## src/rtl/wb_arb_pkg.sv

```systemverilog
// Shared constants, request type and index helper for writeback-port arbitration.
// Latency: n/a (declarations only).
// Backpressure: n/a (declarations only).
package wb_arb_pkg;

   localparam int DATA_W   = 64;
   localparam int ADDR_W   = 5;
   localparam int ZERO_REG = 31;
   localparam int NUM_REGS = 32;

   typedef struct packed {
      logic              valid;
      logic [ADDR_W-1:0] addr;
      logic [DATA_W-1:0] data;
   } wb_req_t;

   // Wrap an index into the range 0..n-1; used for rotate-priority scanning.
   function automatic int rr_wrap(input int idx, input int n);
      return idx % n;
   endfunction

endpackage

```

## src/rtl/rr_arbiter.sv

```systemverilog
// Round-robin arbiter: scans requests from ptr upward and grants the first one set.
// Latency: grant is combinational; ptr updates on the clock edge after a grant.
// Backpressure: advance=0 suppresses every grant and freezes ptr.
module rr_arbiter
   import wb_arb_pkg::*;
#(
   parameter int NREQ = 2
) (
   input  logic            clk,
   input  logic            reset,
   input  logic [NREQ-1:0] req,
   input  logic            advance,
   output logic [NREQ-1:0] gnt
);

   localparam int PTR_W = (NREQ > 1) ? $clog2(NREQ) : 1;

   logic [PTR_W-1:0] ptr;
   logic [PTR_W-1:0] ptr_nxt;
   logic [PTR_W-1:0] scan_idx;
   logic             found;

   // Rotate-priority scan: the first set request at or after ptr wins; ptr moves past the winner.
   always_comb begin
      gnt      = '0;
      found    = 1'b0;
      ptr_nxt  = ptr;
      scan_idx = '0;
      for (int k = 0; k < NREQ; k++) begin
         scan_idx = PTR_W'(rr_wrap(int'(ptr) + k, NREQ));
         if (advance && !found && req[scan_idx]) begin
            gnt[scan_idx] = 1'b1;
            found         = 1'b1;
            ptr_nxt       = PTR_W'(rr_wrap(int'(scan_idx) + 1, NREQ));
         end
      end
   end

   // Priority pointer register; unchanged when nothing is granted.
   always_ff @(posedge clk) begin
      if (reset) begin
         ptr <= '0;
      end else begin
         ptr <= ptr_nxt;
      end
   end

endmodule

```

## src/rtl/wb_port_arbiter.sv

```systemverilog
// Shares the register-file write port among NREQ writeback requesters, round-robin per cycle.
// Latency: a transfer in cycle t drives wr_en/wr_addr/wr_data/wr_dec during cycle t+1.
// Backpressure: req_ready is combinational and held low during hold or reset; no internal queue.
module wb_port_arbiter #(
   parameter int NREQ     = 2,
   parameter int DATA_W   = wb_arb_pkg::DATA_W,
   parameter int ADDR_W   = wb_arb_pkg::ADDR_W,
   parameter int ZERO_REG = wb_arb_pkg::ZERO_REG
) (
   input  logic                   clk,
   input  logic                   reset,
   input  logic                   hold,
   input  logic [NREQ-1:0]        req_valid,
   input  logic [NREQ*ADDR_W-1:0] req_addr,
   input  logic [NREQ*DATA_W-1:0] req_data,
   output logic [NREQ-1:0]        req_ready,
   output logic                   wr_en,
   output logic [ADDR_W-1:0]      wr_addr,
   output logic [DATA_W-1:0]      wr_data,
   output logic [2**ADDR_W-1:0]   wr_dec
);

   localparam int NUM_REGS = 2**ADDR_W;

   logic [NREQ-1:0]   gnt;
   logic              advance;
   logic              xfer;
   logic              keep;
   logic [ADDR_W-1:0] sel_addr;
   logic [DATA_W-1:0] sel_data;

   // Grants are only issued when the pipeline is neither stalled nor in reset.
   assign advance = !reset && !hold;

   rr_arbiter #(
      .NREQ (NREQ)
   ) u_rr (
      .clk     (clk),
      .reset   (reset),
      .req     (req_valid),
      .advance (advance),
      .gnt     (gnt)
   );

   assign req_ready = gnt;

   // Steer the granted requester's address and data; grant is one-hot so an OR-mux suffices.
   always_comb begin
      sel_addr = '0;
      sel_data = '0;
      for (int i = 0; i < NREQ; i++) begin
         if (gnt[i]) begin
            sel_addr = sel_addr | req_addr[i*ADDR_W +: ADDR_W];
            sel_data = sel_data | req_data[i*DATA_W +: DATA_W];
         end
      end
   end

   // A granted write to the zero register is consumed but never reaches the bank.
   assign xfer = |gnt;
   assign keep = xfer && (sel_addr != ADDR_W'(ZERO_REG));

   // Output register stage; addr/data hold their last value when no write is issued.
   always_ff @(posedge clk) begin
      if (reset) begin
         wr_en   <= 1'b0;
         wr_addr <= '0;
         wr_data <= '0;
         wr_dec  <= '0;
      end else begin
         wr_en  <= keep;
         wr_dec <= keep ? (NUM_REGS'(1) << sel_addr) : '0;
         if (keep) begin
            wr_addr <= sel_addr;
            wr_data <= sel_data;
         end
      end
   end

endmodule

```

## config.mk

```make
export PLATFORM = sky130hd
export DESIGN_NAME = wb_port_arbiter
export DESIGN_NICKNAME = d
export VERILOG_FILES = /design/src/rtl/wb_arb_pkg.sv /design/src/rtl/rr_arbiter.sv /design/src/rtl/wb_port_arbiter.sv
export SDC_FILE = /design/constraint.sdc
export NUM_CORES = 1
export LEC_CHECK = 0
export BUFFER_PORTS_ARGS = -buffer_cell sky130_fd_sc_hd__buf_2
export CAP_MARGIN = 15
export CORE_MARGIN = 2
export CORE_UTILIZATION = 40
export CTS_BUF_LIST = sky130_fd_sc_hd__clkbuf_8
export DETAILED_ROUTE_END_ITERATION = 12
export PLACE_DENSITY = 0.8
export SLEW_MARGIN = 20
export SYNTH_ARGS = -nofsm -noshare
export SYNTH_HDL_FRONTEND = slang
export SYNTH_SLANG_ARGS = --single-unit
```

## constraint.sdc

```tcl
create_clock -name clk -period 2.7 [get_ports clk]
set_input_delay 0.27 -clock clk [delete_from_list [all_inputs] [get_ports clk]]
set_output_delay 0.27 -clock clk [all_outputs]
set_load 0.05 [all_outputs]
```

* Word-level counts from Yosys, hierarchy flattened
Index checks and enable logic that the tools add are counted.
** Storage, ports and cells
- Flip-flop bits (word level) :: 103
- Output and inout bits :: 104
** Cells by class
- $add $sub $neg :: 2
- $lt $le $gt $ge :: 4
- Equal/unequal tests :: 1
- Shift operators :: 1
- Multiplexer cells :: 17
- Bitwise gates (word level) :: 4
- Reductions and logical operators :: 13
** Operators by type and width (number)
- 64-bit two-way mux :: 2
- 64-bit OR :: 1
- 1-bit by 5-bit << shifter with 32-bit output (first input constant) :: 1
- 5-bit two-way mux :: 2
- 1-bit two-way mux :: 9
- 1-bit logical AND :: 7
- 5-bit != test (second input constant) :: 1
- 5-bit OR :: 1
- 1-bit by 2-bit < comparator with 1-bit output (second input constant) :: 2
- 2-bit two-way mux :: 2
- 2-bit OR reduction :: 2
- 1-bit zero test :: 3
- 1-bit adder (second input constant) :: 2
- 1-bit demux with 1-bit select :: 2
- 1-bit >= comparator (second input constant) :: 2
- 2-bit OR :: 1
- 2-bit nonzero test :: 1
- 1-bit inverter :: 1

* Depth between registers and ports, before layout
- Word-level depth :: 15
- Gate-level depth with buffers :: 9

* Hierarchy
A second synthesis with hierarchy kept.
** Unflattened totals
- Cells, all modules :: 527
- Area, all modules :: 4733.3 um^2
** By module, submodules not included
- wb_port_arbiter :: times used 1, cells each 519, area each 4678.2 um^2
- rr_arbiter :: times used 1, cells each 8, area each 55.1 um^2

* Least setup slack after synthesis
OpenSTA, ideal clock, no wires.
- Path type :: input to register
- From :: input port reset
- To :: register wr_data[10]
- Data arrival time :: 1.919 ns
- Slack :: 0.649 ns
- Stages on the path :: 7
- Buffers on the path :: 3
- Path through :: buf_2 > nor3b_4 > nand4_1 > a222oi_1 > buf_2 > buf_4 > o32ai_1
** On the way
- Longest elaborated chain between the ends :: 13
** RTL lines
- from (decl) :: line wb_port_arbiter.sv:11 : input logic reset,
- 1-bit zero test :: line wb_port_arbiter.sv:33 : assign advance = !reset && !hold;
- 1-bit logical AND :: line wb_port_arbiter.sv:33
- 1-bit logical AND :: line rr_arbiter.sv:31 : if (advance && !found && req[scan_idx]) begin
- 1-bit two-way mux :: line rr_arbiter.sv:31
- 1-bit zero test :: line rr_arbiter.sv:31
- 1-bit logical AND (2 in series) :: line rr_arbiter.sv:31
- 2-bit two-way mux :: line rr_arbiter.sv:31
- 5-bit two-way mux :: line wb_port_arbiter.sv:52 : if (gnt[i]) begin
- 5-bit OR :: line wb_port_arbiter.sv:53 : sel_addr = sel_addr | req_addr[i*ADDR_W +: ADDR_W];
- 5-bit two-way mux :: line wb_port_arbiter.sv:52
- 5-bit != test :: line wb_port_arbiter.sv:61 : assign keep = xfer && (sel_addr != ADDR_W'(ZERO_REG));
- 1-bit logical AND :: line wb_port_arbiter.sv:61
- to (signal assigned) :: line wb_port_arbiter.sv:75 : wr_data <= sel_data;
- to (decl) :: line wb_port_arbiter.sv:19 : output logic [DATA_W-1:0] wr_data,
Several ways; a longest one is shown, not always the timed one.
A chain may end at the register's enable or synchronous reset.

* Final worst setup path
- From :: register u_rr.ptr
- To :: output port req_ready[1]
** On the way
- Longest elaborated chain between the ends :: 8
** RTL lines
- from (decl) :: line rr_arbiter.sv:18 : logic [PTR_W-1:0] ptr;
- from (signal assigned) :: line rr_arbiter.sv:44 : ptr <= ptr_nxt;
- parallel branches: the longest is 7 deep, another holds 1-bit by 2-bit < comparator with 1-bit output
- 2-bit two-way mux * :: line rr_arbiter.sv:31
- to (decl) :: line wb_port_arbiter.sv:16 : output logic [NREQ-1:0] req_ready,
Mark *: on every way between the ends. The select of a mux whose other input is x is not followed.

==> impl_metrics.env <==
export IMPL_dp_cells=803
export IMPL_place_port_buffers=246
export IMPL_crit_type="flop to output port"
export IMPL_status="completed"
export IMPL_vdd_drop_max_uv=244
export IMPL_antenna_found_initial=2
export IMPL_worstSkewPairLatency_ps=380
export IMPL_synth_cells=452
export IMPL_vias_per_cell=5.61
export IMPL_track_usage=0.220
export IMPL_syn2layout_area_growth_pct=35.0
export IMPL_async_reset_ff_frac=0
export IMPL_grt_pass1_wl_um=20500
export IMPL_synth_enable_flop_cells=0
export IMPL_first_pass_iters=5
export IMPL_synth_nets=595
export IMPL_grt_pass1_vias=4296
export IMPL_globalplace_congestion=0.877
export IMPL_pwr_density_cell_mw_per_mm2=573
export IMPL_max_cap_viol_count=0
export IMPL_clockPowerShare=0.292
export IMPL_p_switching_uw=1160
export IMPL_drtAntennaViolNets=0
export IMPL_grt_max_degree=52
export IMPL_ios=247
export IMPL_p_leak_uw=0.00257
export IMPL_power_share_combinational=0.219
export IMPL_synth_area_mm2=0.00434
export IMPL_rsz0062_at_grt="false"
export IMPL_cts_made_buffers=9
export IMPL_cp_end_kind="output port"
export IMPL_clk_path_buf_depth=2
export IMPL_htreeDepth=3
export IMPL_crit_required_ps=2430
export IMPL_finalSetupViolations=0
export IMPL_initialDrtViolationCount=415
export IMPL_slew_headroom=0.556
export IMPL_post_cts_repair_setup_buffers=0
export IMPL_stdcell_count=821
export IMPL_avgSynthCellArea_um2=9.61
export IMPL_swShare=0.344
export IMPL_max_freq_ghz=0.426
export IMPL_register_area_mm2=0.00206
export IMPL_drt_total_wl_um=13100
export IMPL_skew_ps=5.42
export IMPL_drive_above_1_share=0.415
export IMPL_final_hold_violation_count=0
export IMPL_final_nets=817
export IMPL_fillCellCount=967
export IMPL_cts_resized_gates=0
export IMPL_start_util=0.406
export IMPL_fp_row_count=38
export IMPL_die_area_mm2=0.0117
export IMPL_most_common_layout_cells="buf_2 (246), dfxtp_1 (103), nand2b_1 (65), a22oi_1 (64), o32ai_1 (64)"
export IMPL_hpwlAfterDp_um=9500
export IMPL_final_common_cell="buf_2"
export IMPL_numClockSinks=103
export IMPL_critPathArrivalTime_ps=2080
export IMPL_multiInputGateArea_mm2=0.00206
export IMPL_drc=0
export IMPL_p_int_uw=2210
export IMPL_final_min_clock_period_ps=2350
export IMPL_worst_pin_slew_ps=667
export IMPL_gr_total_overflow=0
export IMPL_finalCritPeriodShare=0.870
export IMPL_crit_path_max_fanout=32
export IMPL_ys_types=45
export IMPL_core_mm2=0.0107
export IMPL_cts_tree="done"
export IMPL_detail_route_wl_per_cell_um=16.0
export IMPL_synth_seq_cells=103
export IMPL_vias=4603
export IMPL_die_h_um=108
export IMPL_cts_clk_slew_worst_paths_ps=110
export IMPL_synthFlopType="dfxtp_1"
export IMPL_die_x_um=108
export IMPL_slew_violations=0
export IMPL_power_frac_seq=0.489
export IMPL_synth_seq_area_share=0.475
export IMPL_cts_hold_buf=0
export IMPL_setup_tns_ps=0
export IMPL_ys_warn_count=0
export IMPL_cts_root_buf="clkbuf_8"
export IMPL_startpoint_type="flop"
export IMPL_hp_class="primary input to flop"
[cell type report]
class                   instances  share of cell area
flip-flops and latches        103               0.352
multi-input cells             294               0.351
repair buffers                258               0.225
well taps                     140              0.0299
clock buffers                   9              0.0211
clock inverters                 7              0.0152
inverters                       8             0.00512
diodes                          2            0.000854
[stage by stage]
stage               setup slack (ps)  utilization  hold slack (ps)  cell area (µm²)  total power, µW
floorplan                        649            -              390             4340             2160
global placement                 549        0.528              458             5650             2400
detailed placement               474        0.528              470             5650             2410
CTS                              344        0.548              150             5860             3390
global route                     180        0.548              166             5860             3500
finish                           352        0.548              165             5860             3360
[sequential cells by signal (all words and copies together), names as in the netlist]
register,count
wr_data,64
u_rr.ptr,1
wr_dec,32
wr_addr,5
wr_en,1
[metal layers]
metal	track usage	up-vias	part of all wire
li1	-	2188	-
met2	0.374	224	0.49
met1	0.273	2169	0.41
met3	0.0386	22	0.080
met5	0	-	0
met4	0.0934	0	0.022
[path summary, 6_finish.rpt]
path               start           end  slack, ps  cells after the start
min reg2reg   wr_addr[3]    wr_addr[3]        490                      2
min          req_data[6]    wr_data[6]        160                      3
max             u_rr.ptr  req_ready[1]        350                      5
max reg2reg     u_rr.ptr    wr_addr[1]        610                      5
[power groups by stage]
stage	clock network, µW	logic (µW)	registers (µW)
finish	982	737	1640
global route	1060	783	1650
CTS	1000	739	1640
detailed placement	0	737	1680
global placement	0	720	1680
floorplan	0	205	1960
[critical path, stage by stage (launching register included)]
cell      delay (ps)
dfxtp_1          420
nand2b_1         300
nand2_1          170
inv_2            150
buf_4            320
buf_2            330
[logic make-up (layout without fill, tap and decap cells)]
| family | Yosys count | in the layout | share of synthesized area |
|---|---|---|---|
| AO/OA/AOI/OAI | 158 | 158 | 0.296 |
| buffers and inverters | 55 | 282 | 0.0519 |
| flip-flops | 103 | 103 | 0.475 |
| other | 1 | 3 | 0.000863 |
| AND/OR/NAND/NOR | 135 | 135 | 0.177 |
[cells in the mapped netlist, types with 3 or more instances]
cell | n | area share
dfxtp_1 | 103 | 0.47
nand2b_1 | 65 | 0.094
a22oi_1 | 64 | 0.11
o32ai_1 | 64 | 0.13
clkbuf_1 | 40 | 0.035
nor2_1 | 29 | 0.025
nor3_1 | 11 | 0.013
inv_1 | 7 | 0.0061
nand3_1 | 7 | 0.0081
nand4_1 | 5 | 0.0072
buf_4 | 4 | 0.0069
nand2_1 | 4 | 0.0035
a2111oi_0 | 3 | 0.0061
a221oi_1 | 3 | 0.0061
buf_2 | 3 | 0.0035
o2111ai_1 | 3 | 0.0061
Power figures use the tool's default switching activity.
